**src/rtl/mips_mem_pkg.sv**
```systemverilog
// Shared encodings and types for the MIPS memory-access stage.
package mips_mem_pkg;

  localparam logic [1:0] SZ_NONE = 2'b00;
  localparam logic [1:0] SZ_WORD = 2'b01;
  localparam logic [1:0] SZ_HALF = 2'b10;
  localparam logic [1:0] SZ_BYTE = 2'b11;

  localparam logic [5:0] OP_LBU = 6'h24;
  localparam logic [5:0] OP_LHU = 6'h25;

  typedef enum logic {IDLE, BUSY} mem_state_e;

  typedef struct packed {
    logic [31:0] instr;
    logic [31:0] alu;
    logic [31:0] rdata;
    logic [31:0] wreg;
    logic        regwrite;
    logic        memtoreg;
  } mem_wb_t;

  function automatic logic is_unsigned_load(input logic [5:0] op);
    return (op == OP_LBU) || (op == OP_LHU);
  endfunction

endpackage

```
**src/rtl/mem_align.sv**
```systemverilog
// Byte-lane alignment: lane enables, store replication, misalign check and
// little-endian load extraction with sign/zero extension.
module mem_align
  import mips_mem_pkg::*;
(
  input  logic [1:0]  size_i,
  input  logic [1:0]  addr_i,
  input  logic        unsigned_i,
  input  logic [31:0] wdata_i,
  input  logic [31:0] rdata_i,
  output logic [3:0]  byte_en_o,
  output logic [31:0] wdata_o,
  output logic        misalign_o,
  output logic [31:0] rdata_o
);

  logic [15:0] half_w;
  logic [7:0]  byte_w;

  assign half_w = addr_i[1] ? rdata_i[31:16] : rdata_i[15:0];
  assign byte_w = rdata_i[{addr_i, 3'b000} +: 8];

  always_comb begin
    byte_en_o  = 4'b0000;
    wdata_o    = wdata_i;
    misalign_o = 1'b0;
    rdata_o    = rdata_i;
    unique case (size_i)
      SZ_WORD: begin
        byte_en_o  = 4'b1111;
        misalign_o = (addr_i != 2'b00);
      end
      SZ_HALF: begin
        byte_en_o  = addr_i[1] ? 4'b1100 : 4'b0011;
        wdata_o    = {2{wdata_i[15:0]}};
        misalign_o = addr_i[0];
        rdata_o    = unsigned_i ? {16'h0000, half_w} : {{16{half_w[15]}}, half_w};
      end
      SZ_BYTE: begin
        byte_en_o = 4'b0001 << addr_i;
        wdata_o   = {4{wdata_i[7:0]}};
        rdata_o   = unsigned_i ? {24'h000000, byte_w} : {{24{byte_w[7]}}, byte_w};
      end
      default: ;
    endcase
  end

endmodule

```
**src/rtl/mem_stage.sv**
```systemverilog
// MEM stage: request/ack data-memory FSM with bus timeout, alignment and the
// MEM/WB pipeline register. DMemAck -> MemStall is a combinational path.
//
//   state | meaning
//   IDLE  | accept op from EX/MEM; non-memory ops pass straight to MEM/WB
//   BUSY  | request held from latched values until ack or timeout
module mem_stage
  import mips_mem_pkg::*;
#(
  parameter int BUS_TIMEOUT = 255
) (
  input  logic        Clock,
  input  logic        Reset_n,
  input  logic        Flush,
  input  logic [31:0] InstructionIn,
  input  logic [31:0] ALUResultIn,
  input  logic [31:0] ReadData2In,
  input  logic [31:0] WriteRegisterIn,
  input  logic [1:0]  MemReadIn,
  input  logic [1:0]  MemWriteIn,
  input  logic        RegWriteIn,
  input  logic        MemToRegIn,
  output logic        DMemReq,
  output logic        DMemWe,
  output logic [31:0] DMemAddr,
  output logic [31:0] DMemWData,
  output logic [3:0]  DMemByteEn,
  input  logic [31:0] DMemRData,
  input  logic        DMemAck,
  output logic        MemStall,
  output logic        AddrError,
  output logic        BusError,
  output logic [31:0] InstructionOut,
  output logic [31:0] ALUResultOut,
  output logic [31:0] ReadDataOut,
  output logic [31:0] WriteRegisterOut,
  output logic        RegWriteOut,
  output logic        MemToRegOut
);

  localparam logic [7:0] TO_LAST = 8'(BUS_TIMEOUT - 1);

  mem_state_e  state_q, state_d;
  logic [7:0]  cnt_q, cnt_d;
  mem_wb_t     wb_q, wb_d, ctl_q, ctl_d;
  logic [31:0] addr_q, addr_d, wdata_q, wdata_d;
  logic [3:0]  be_q, be_d;
  logic        we_q, we_d;
  logic [1:0]  size_q, size_d, lo_q, lo_d;

  logic        busy, mem_op, timeout, stall, addr_err, bus_err;
  logic [1:0]  size_in, al_size, al_addr;
  logic [3:0]  al_be;
  logic [31:0] al_wdata, al_rdata;
  logic        al_misalign;

  assign busy    = (state_q == BUSY);
  assign mem_op  = (MemReadIn != SZ_NONE) || (MemWriteIn != SZ_NONE);
  assign size_in = (MemReadIn != SZ_NONE) ? MemReadIn : MemWriteIn;
  assign al_size = busy ? size_q : size_in;
  assign al_addr = busy ? lo_q : ALUResultIn[1:0];
  assign timeout = busy && !DMemAck && (cnt_q == TO_LAST);

  mem_align u_align (
    .size_i     (al_size),
    .addr_i     (al_addr),
    .unsigned_i (is_unsigned_load(ctl_q.instr[31:26])),
    .wdata_i    (ReadData2In),
    .rdata_i    (DMemRData),
    .byte_en_o  (al_be),
    .wdata_o    (al_wdata),
    .misalign_o (al_misalign),
    .rdata_o    (al_rdata)
  );

  always_comb begin
    state_d  = state_q;
    cnt_d    = '0;
    wb_d     = wb_q;
    ctl_d    = ctl_q;
    addr_d   = addr_q;
    wdata_d  = wdata_q;
    be_d     = be_q;
    we_d     = we_q;
    size_d   = size_q;
    lo_d     = lo_q;
    stall    = 1'b0;
    addr_err = 1'b0;
    bus_err  = 1'b0;
    // Outputs stay quiet while reset is held, even with a live op upstream.
    if (Reset_n) begin
      unique case (state_q)
        IDLE: begin
          if (Flush) begin
            wb_d = '0;
          end else if (!mem_op) begin
            wb_d.instr    = InstructionIn;
            wb_d.alu      = ALUResultIn;
            wb_d.rdata    = '0;
            wb_d.wreg     = WriteRegisterIn;
            wb_d.regwrite = RegWriteIn;
            wb_d.memtoreg = MemToRegIn;
          end else if (al_misalign) begin
            addr_err = 1'b1;
            wb_d     = '0;
          end else begin
            stall          = 1'b1;
            wb_d           = '0;
            ctl_d.instr    = InstructionIn;
            ctl_d.alu      = ALUResultIn;
            ctl_d.rdata    = '0;
            ctl_d.wreg     = WriteRegisterIn;
            ctl_d.regwrite = RegWriteIn;
            ctl_d.memtoreg = MemToRegIn;
            addr_d         = {ALUResultIn[31:2], 2'b00};
            wdata_d        = al_wdata;
            be_d           = al_be;
            we_d           = (MemReadIn == SZ_NONE);
            size_d         = size_in;
            lo_d           = ALUResultIn[1:0];
            state_d        = BUSY;
          end
        end
        BUSY: begin
          cnt_d = cnt_q + 8'd1;
          wb_d  = '0;
          if (DMemAck) begin
            wb_d = ctl_q;
            if (we_q) wb_d.regwrite = 1'b0;
            else      wb_d.rdata    = al_rdata;
            state_d = IDLE;
          end else if (timeout) begin
            bus_err = 1'b1;
            state_d = IDLE;
          end else begin
            stall = 1'b1;
          end
        end
        default: state_d = IDLE;
      endcase
    end
  end

  always_ff @(posedge Clock or negedge Reset_n) begin
    if (!Reset_n) begin
      state_q <= IDLE;
      cnt_q   <= '0;
      wb_q    <= '0;
      ctl_q   <= '0;
      addr_q  <= '0;
      wdata_q <= '0;
      be_q    <= '0;
      we_q    <= 1'b0;
      size_q  <= SZ_NONE;
      lo_q    <= '0;
    end else begin
      state_q <= state_d;
      cnt_q   <= cnt_d;
      wb_q    <= wb_d;
      ctl_q   <= ctl_d;
      addr_q  <= addr_d;
      wdata_q <= wdata_d;
      be_q    <= be_d;
      we_q    <= we_d;
      size_q  <= size_d;
      lo_q    <= lo_d;
    end
  end

  assign DMemReq    = busy;
  assign DMemWe     = busy && we_q;
  assign DMemAddr   = busy ? addr_q : '0;
  assign DMemWData  = busy ? wdata_q : '0;
  assign DMemByteEn = busy ? be_q : '0;
  assign MemStall   = stall;
  assign AddrError  = addr_err;
  assign BusError   = bus_err;

  assign InstructionOut   = wb_q.instr;
  assign ALUResultOut     = wb_q.alu;
  assign ReadDataOut      = wb_q.rdata;
  assign WriteRegisterOut = wb_q.wreg;
  assign RegWriteOut      = wb_q.regwrite;
  assign MemToRegOut      = wb_q.memtoreg;

endmodule

```
**config.mk**
```make
export PLATFORM = sky130hd
export DESIGN_NAME = mem_stage
export DESIGN_NICKNAME = d
export VERILOG_FILES = /design/src/rtl/mips_mem_pkg.sv /design/src/rtl/mem_align.sv /design/src/rtl/mem_stage.sv
export SDC_FILE = /design/constraint.sdc
export NUM_CORES = 1
export LEC_CHECK = 0
export CELL_PAD_IN_SITES_DETAIL_PLACEMENT = 1
export CELL_PAD_IN_SITES_GLOBAL_PLACEMENT = 2
export CORE_MARGIN = 3
export CORE_UTILIZATION = 30
export CTS_BUF_LIST = sky130_fd_sc_hd__clkbuf_16
export DETAILED_ROUTE_END_ITERATION = 8
export PLACE_DENSITY_LB_ADDON = 0.1
export RECOVER_POWER = 100
export SETUP_SLACK_MARGIN = 0.15
export SYNTH_ARGS = -nofsm -noshare
export SYNTH_HDL_FRONTEND = slang
export SYNTH_SLANG_ARGS = --single-unit
```
**constraint.sdc**
```tcl
create_clock -name Clock -period 3.3 [get_ports Clock]
set_clock_uncertainty 0.15 [all_clocks]
set_input_delay 0.66 -clock Clock [delete_from_list [all_inputs] [get_ports Clock]]
set_output_delay 0.66 -clock Clock [all_outputs]
set_load 0.05 [all_outputs]
```
==> summary.txt <==
Routed wire length = 45.4 mm
Mapped cell area = 12900 um^2
Register-to-Register Path Depth = 19
Clk Latency, worst-skew pair = 0.54 ns
Final Setup Violations = 0
FFs w/ async S/R, synth = 1.00
Period utilization = 0.971
Failing checks = capacitance limit, slew limit
Worst Path Max Fanout = 7
DRC viols = 0
Post-synth top cells = dfrtp_1 (276), nor2_1 (206), mux2_4 (99)
Pre-CTS setup slack = -0.0648 ns
Largest cells by area after synthesis = dfrtp_1 (53%), mux2_4 (11%), a221oi_1 (6.6%)
Vias = 10553
LEAKAGE = 8.28 nW
Pin count of the biggest net entering global routing = 125
Final Max Tran Viols = 210
Synth top area share = 0.534
Slew margin rel. = -0.303
RSZ-0062 raised after global routing = yes
Clock H-tree levels = 2
GP Congestion = 0.763
Synthesized flop and latch total = 276
Seq/Total Area, Yosys = 0.534
Initial DRC count = 569
CP Class = reg2reg
Die X = 214 um
TritonCTS buffer count = 35
Critical Path RT = 3.55 ns
Primary FF master, synth = dfrtp_1
Final hold violation count = 0
Share of layout cells above drive strength 1 = 0.166
R2R Path Start = DMemReq
Maximum vdd drop = 614 uV
Critical Path End Type = flop
Row count = 75
Final net count = 1696
Total global-route track usage = 0.194
Initial core utilization = 0.306
CTS root buf = clkbuf_16
Total congestion overflow = 0
Final Worst Setup Slack = 0.0966 ns
Layout area overhead = 47.2%
Maxcap violations = 2
Core Box Area = 42200 um^2
Worst-Margin Slew = 1.95 ns
Avg Cell Area, Syn = 11.5 um^2
# IOs = 373
Initial antenna violation count = 5
Worst R2R Setup Slack = 0.1 ns
RR Endpoint = be_q[0]
Multiplexer share of the synthesized area = 0.129
Power Total = 0.0173 W
Adder-cell share of the synthesized area = 0.00484
Tmin final = 3.20 ns
Vias in the first global route = 11215
Synth Area in XOR/XNOR = 0.00406
Mapped Cells = 1126
Count of different cell masters after synthesis = 56
Simple-gate area share of the yosys netlist = 0.131
Antenna viol nets, final = 0
Largest area contributor in the netlist = dfrtp_1
Chip Height = 214 um
PortBufs = 370
# clock sinks = 276
Worst Setup Start Kind = flop
First-pass GRT wire length = 68.6 mm
Die ar. = 45600 um^2
DR pass1 iterations = 7
Pwr dens = 911 nW/um^2
Avg WL per Cell = 21.8 um
Worst-path clk slew = 0.06 ns
Estimated wirelength of the detail-placed design = 31.3 mm
Syn. warnings = 0
CTS tree = yes
Status = complete, but fails checks
Main combinational cell family by area after synthesis = compound AO/OA/AOI/OAI gates
Fmax = 0.312 GHz
HP Class = in2async
Post-synth EDFFs = 0
Clk buf depth = 3
Via density = 5.06
Compound-cell area share of the yosys netlist = 0.155
Worst Path Arrival = 3.45 ns
Cell with the most instances after synthesis = dfrtp_1
## where the power goes
group | internal (W) | switching (W) | total [W]
combinational | 0.00360 | 0.00489 | 0.00849
clock | 0.00205 | 0.00151 | 0.00356
sequential | 0.00455 | 0.000729 | 0.00528
total | 0.0102 | 0.00713 | 0.0173
## sequential cells by signal (all words and copies together) (netlist names)
name and count:
MemToRegOut 1, ALUResultOut 32, ReadDataOut 32, cnt_q 8, we_q 1, size_q 2, InstructionOut 32, DMemReq 1
WriteRegisterOut 32, ctl_q 98, be_q 4, RegWriteOut 1, wdata_q 32
## cell usage in the layout (no fill, tap or decap), drive strengths merged, types with 25 or more instances in the layout
cell             n
nor2           207
clkbuf          61
o2bb2ai         25
clkdlybuf4s50  164
nand2           51
o21ai           27
dlygate4sd3    131
and2            72
a221oi          98
mux2           107
dfrtp          276
buf            131
## through the flow
step	setup TNS, ns	hold slack (ns)	std cells	util	instance area [um^2]
2_1_floorplan	0	0.214	1127	-	13000
3_3_place_gp	-0.0190	0.305	1993	0.430	18100
3_5_place_dp	-1.16	0.313	1993	0.430	18100
4_1_cts	0	0.133	2079	0.460	19400
5_1_grt	0	0.149	2083	0.451	19000
6_report	0	0.100	2084	0.451	19000
## worst max-delay path, stage by stage (launching register included)
cell and delay, ns:
dfrtp_2 0.45, nand2b_1 0.10, o31a_1 0.19, inv_2 0.07
buf_6 0.11, buf_4 0.12, buf_6 0.11, buf_6 0.11
buf_4 0.12, buf_4 0.12, buf_4 0.13, buf_4 0.13
buf_4 0.13, buf_4 0.12, buf_4 0.13, buf_4 0.13
buf_6 0.11, buf_6 0.11, a21oi_2 0.32, a21oi_2 0.11
## cell type report
| cell class | count | area [um^2] |
|---|---|---|
| fill | 4532 | 23200 |
| sequential | 276 | 6910 |
| clock inverter | 24 | 145 |
| tap | 539 | 674 |
| multi-input combinational | 745 | 5320 |
| antenna | 1 | 2.50 |
| clock buffer | 36 | 901 |
| timing repair buffer | 455 | 5050 |
| inverter | 8 | 32.5 |
## routing by layer
| metal | vias to the layer above | global-route usage | wire length, um |
|---|---|---|---|
| met4 | 8 | 0.0526 | 939 |
| li1 | 4853 | - | - |
| met3 | 63 | 0.0423 | 2580 |
| met5 | - | 0 | 45 |
| met1 | 5364 | 0.258 | 19700 |
| met2 | 265 | 0.322 | 22100 |
## worst max-delay path by stage
stage,cells after the start,start,endpoint
5_1_grt,19,DMemReq,be_q[2]
4_1_cts,8,DMemReq,AddrError
3_3_place_gp,9,MemReadIn[1],MemStall
6_report,19,DMemReq,be_q[0]
3_5_place_dp,9,MemReadIn[1],MemStall
2_1_floorplan,10,DMemReq,MemStall
## what timing repair did
item                                   in CTS  in global routing
gates resized for setup                    13                 19
endpoints found under the hold margin       3                  0
setup endpoints to repair                   2                 32
pin swaps                                   6                  7
hold buffers                                1                  0
setup buffers                              25                  4
## cell families after synthesis
kind of cell	count (synthesis)
XOR/XNOR	6
buffers and inverters	106
AO/OA/AOI/OAI	243
other	1
adder cells (fa/ha/maj)	5
multiplexers	116
flip-flops	276
AND/OR/NAND/NOR	373
Power figures use the tool's default switching activity.
==> RTL edit 1: new RTL, same flow settings <==
Make the reset (`Reset_n`) synchronous in one clocked block.
--- a/src/rtl/mem_stage.sv
+++ b/src/rtl/mem_stage.sv
@@ -141,7 +141,7 @@
     end
   end
 
-  always_ff @(posedge Clock or negedge Reset_n) begin
+  always_ff @(posedge Clock) begin
     if (!Reset_n) begin
       state_q <= IDLE;
       cnt_q   <= '0;
Check against the original RTL: not settled (the Yosys comparison gave no result); the edit may change what the design does.
==> RTL edit 1 against the original RTL <==
Routed wire length down 17%. Design area down 15%. Cell count down 3.7%. Worst hold slack better by 0.20 ns. Die area down 17%. Worst setup slack better by 0.049 ns. First-iteration DRC count down 36%. Sequential cell count unchanged. Synthesized area down 17%.
Power is not compared: it rests on default switching activity, and its combinational part moved more than twofold at a synthesized area within 25%.
==> RTL edit 1: results (changes against the original RTL) <==
[logic_synthesis]
synth_commonest_cells=dfxtp_1 (276), nand2_1 (260), a22o_1 (96)  ; was dfrtp_1 (276), nor2_1 (206), mux2_4 (99)
ys_async_sr_fraction_pct=0  ; was 100%
netlist_instances=1144  ; was 1126
synth_cell_types=52  ; was 56

[setup_path]
timing.reg2reg.worst_path_depth=11  ; was 19
worstPathArrival_ns=2.34  ; was 3.45 ns
cp_max_fo=3  ; was 7

[run_status]
outcome=finished clean  ; was finished, violations left

[placed_design]
place_inst=1934  ; was 1993

[detailed_routing]
vias=9758  ; was 10600
wl_met3_um=2700  ; was 2580 µm
wl_met1_um=16900  ; was 19700 µm
wl_per_cell_um=18.9  ; was 21.8 µm

[global_route]
grt_max_degree=94  ; was 125
met3_usage_pct=5.56  ; was 4.23%
grt_pass1_vias=10200  ; was 11200
grtUsageMet1_pct=25.2  ; was 25.8%
met2_usage_pct=31.6  ; was 32.2%

[finish]
fillers=3987  ; was 4532
fin_nets=1699  ; was 1696
drive_above_1_share_pct=8.46  ; was 16.6%
final_util_pct=46.3  ; was 45.1%

[timing]
worstMarginPinSlew_ns=0.915  ; was 1.95 ns

[hold_path]
hp-class=flip-flop to flip-flop  ; was input port to asynchronous set/reset pin

[job]
max-cap-violations=0  ; was 2

[RTL edit 1: cell types whose count changed in the layout (fill, tap and decap cells not counted), sizes merged, moves of 97 or more]
cell / delta
a221oi: -97
nor2: -194
nand2: +209
dfxtp: +276
mux2: -105
dfrtp: -276
a21boi: +108
[RTL edit 1: path summary, 6_finish.rpt]
| kind | startpoint | to | slack, ns |
|---|---|---|---|
| worst max-delay path | MemWriteIn[1] | MemStall | 0.15 |
| worst min register to register | ctl_q[120] | ctl_q[120] | 0.30 |
| worst max register to register | DMemReq | ReadDataOut[21] | 0.30 |
| worst min-delay path | ctl_q[120] | ctl_q[120] | 0.30 |
[RTL edit 1: critical path, cell delays in order]
cell and delay, ns:
dlygate4sd2_1 0.24, nor2b_2 0.15, o31a_1 0.31, ha_2 0.22, a32oi_4 0.23, o21ai_4 0.10
a21boi_4 0.21, buf_4 0.22
[RTL edit 1: what timing repair did]
action / CTS / global route
pin swaps: 6 / 7
setup buffers: 4 / 4
endpoints found under the setup margin: 33 / 31
gates cloned: 0 / 0
gates resized for setup: 40 / 10
[RTL edit 1: final cells by class]
type	count	area share [%]
multi-input cells	766	29.5
clock inverters	26	1.14
diodes	3	0.0465
inverters	6	0.140
well taps	455	3.53
clock buffers	36	5.58
flip-flops and latches	276	34.3
repair buffers	439	25.8
[RTL edit 1: cell families (layout without fill, tap and decap cells)]
family                     Yosys count  after routing  synth area share [%]
DFF                                276            276                  51.6
and+or+nand+nor                    397            397                  16.9
muxes                               13             13                  1.27
adders and majority gates            5              5                 0.584
other                                1              5                0.0350
AOI/OAI and AO/OA                  345            345                  24.6
xor gates and xnor gates             4              4                 0.327
buffers and inverters              103            507                  4.77
==> RTL edit 2: new RTL, same settings <==
Made on the original files. The parameter `BUS_TIMEOUT` goes from 255 to 128.
--- a/src/rtl/mem_stage.sv
+++ b/src/rtl/mem_stage.sv
@@ -7,7 +7,7 @@
 module mem_stage
   import mips_mem_pkg::*;
 #(
-  parameter int BUS_TIMEOUT = 255
+  parameter int BUS_TIMEOUT = 128
 ) (
   input  logic        Clock,
   input  logic        Reset_n,
Check against the original RTL: not settled (the Yosys comparison gave no result); the edit may change what the design does.
==> RTL edit 2 against the original RTL <==
The run still ends with capacitance limit, slew limit left. Total power fell by 0.22%. Sequential cell count is the same. Design area decreased by 0.30%. Worst setup slack gained 0.10 ns. Cell count fell by 0.91%. Via count fell by 0.80%. Non-clock buffer count decreased by 24. Global-route usage barely moved. Routed wire length shrank 1.3%. Synthesized area shrank 0.27%. Highest routed layer unchanged.
==> RTL edit 2: results (changes against the original RTL) <==
[run_status]
outcome=finished, violations left  ; unchanged
violations=capacitance limit, slew limit  ; unchanged

[finish]
top_register=ctl_q  ; unchanged
final_cells=2065  ; was 2084
drive_above_1_share_pct=14.9  ; was 16.6%
largest_reg_flops=98  ; unchanged
fillers=4527  ; was 4532
fin_nets=1673  ; was 1696

[placed_design]
dpl_cell_area_mm2=0.0181  ; about the same
place_hpwl_um=30900  ; was 31300 µm
dp_slack_ns=-0.152  ; was -0.0648 ns
place_inst=1994  ; was 1993
gp_congestion=0.741  ; was 0.763

[global_route]
grt_usage_pct=19.4  ; about the same
grt_pass1_wl_um=68000  ; was 68600 µm
grt_max_degree=122  ; was 125
grt_pass1_vias=11100  ; was 11200
antenna_found_initial=4  ; was 5

[power_and_ir_drop]
ir_drop_uv=536  ; was 614 µV
power.share.sequential_pct=30.4  ; was 30.5%
p_per_area_mw_per_mm2=911  ; about the same
p_clk_share_pct=21.4  ; was 20.6%
leakage_nw=8.20  ; was 8.28 nW
p_int_mw=10.2  ; about the same

[setup_path]
worstPathArrival_ns=2.29  ; was 3.45 ns
cp_max_fo=5  ; was 7
worst_path_largest_cell_delay_ns=0.44
cpMaxStageDelayCell=dfrtp_1  ; was dfrtp_2

[logic_synthesis]
synth_seq_area_share_pct=53.6  ; was 53.4%
synth_cell_types=58  ; was 56
synth_area_per_cell_um2=11.4  ; was 11.5 µm²
ys_async_sr_fraction_pct=100  ; unchanged
synth.area.top_cells=dfrtp_1 (54%), mux2_4 (12%), a221oi_1 (6.7%), nor2_1 (6.0%), and2_1 (3.3%)  ; was dfrtp_1 (53%), mux2_4 (11%), a221oi_1 (6.6%), nor2_1 (6.0%), and2_1 (3.4%)
synth_commonest_cells=dfrtp_1 (276), nor2_1 (206), mux2_4 (101)  ; was dfrtp_1 (276), nor2_1 (206), mux2_4 (99)

[timing]
drv_slew=254  ; was 210
relSlewSlack_pct=-51.3  ; was -30.3%

[job]
max-cap-violations=3  ; was 2

[clock_tree]
path_clk_slew_ns=0.05
cts_made_buffers=35  ; unchanged

[detailed_routing]
wl_per_cell_um=21.7  ; was 21.8 µm
vias_per_cell=5.07  ; was 5.06
dr.pass1.iters=5  ; was 7
initialDrtViolationCount=621  ; was 569

[hold_path]
hp-class=flip-flop to flip-flop  ; was input port to asynchronous set/reset pin

==> RTL edit 2: metal layers <==
layer	global-route usage (%)	share of wire, %
met2	30.9	47
met5	0	0.076
met1	25.7	43
met4	4.69	1.9
met3	6.27	7.4
==> RTL edit 2: final timing paths <==
| check | from | end | cells past startpoint | slack, ns |
|---|---|---|---|---|
| worst max-delay path | DMemReq | AddrError | 8 | 0.20 |
| worst min-delay path | wdata_q[27] | wdata_q[27] | 2 | 0.32 |
| worst max register to register | DMemReq | ctl_q[92] | 9 | 0.23 |
| worst min register to register | wdata_q[27] | wdata_q[27] | 2 | 0.32 |
| max in group asynchronous | Reset_n | WriteRegisterOut[2] | 2 | 0.79 |
| min in group asynchronous | Reset_n | cnt_q[2] | 2 | 0.46 |
==> RTL edit 2: what timing repair did <==
action / 4_1_cts / 5_1_grt
setup buffers: 5 / 1
resized for setup: 19 / 4
endpoints found under the setup margin: 3 / 3
cloned: 0 / 0
endpoints found under the hold margin: 8 / 8
pin swaps: 3 / 3
==> RTL edit 2: area by class of cell <==
| type | instances | area (µm²) | share of cell area (%) |
|---|---|---|---|
| Sequential cell | 276 | 6910 | 36.4 |
| Inverter | 6 | 25.0 | 0.132 |
| Clock inverter | 25 | 170 | 0.897 |
| Antenna cell | 2 | 5.00 | 0.0264 |
| Multi-Input combinational cell | 749 | 5290 | 27.9 |
| Clock buffer | 37 | 926 | 4.88 |
| Timing Repair Buffer | 431 | 4980 | 26.2 |
| Tap cell | 539 | 674 | 3.55 |
==> RTL edit 2: logic make-up after synthesis <==
kind of cell / synth area share (%)
simple gates: 13.7
flops: 53.6
compound gates: 15.0
mux: 13.1
buf+inv: 3.98
xor+xnor: 0.340
fa+ha+maj: 0.388
other cells: 0.0291
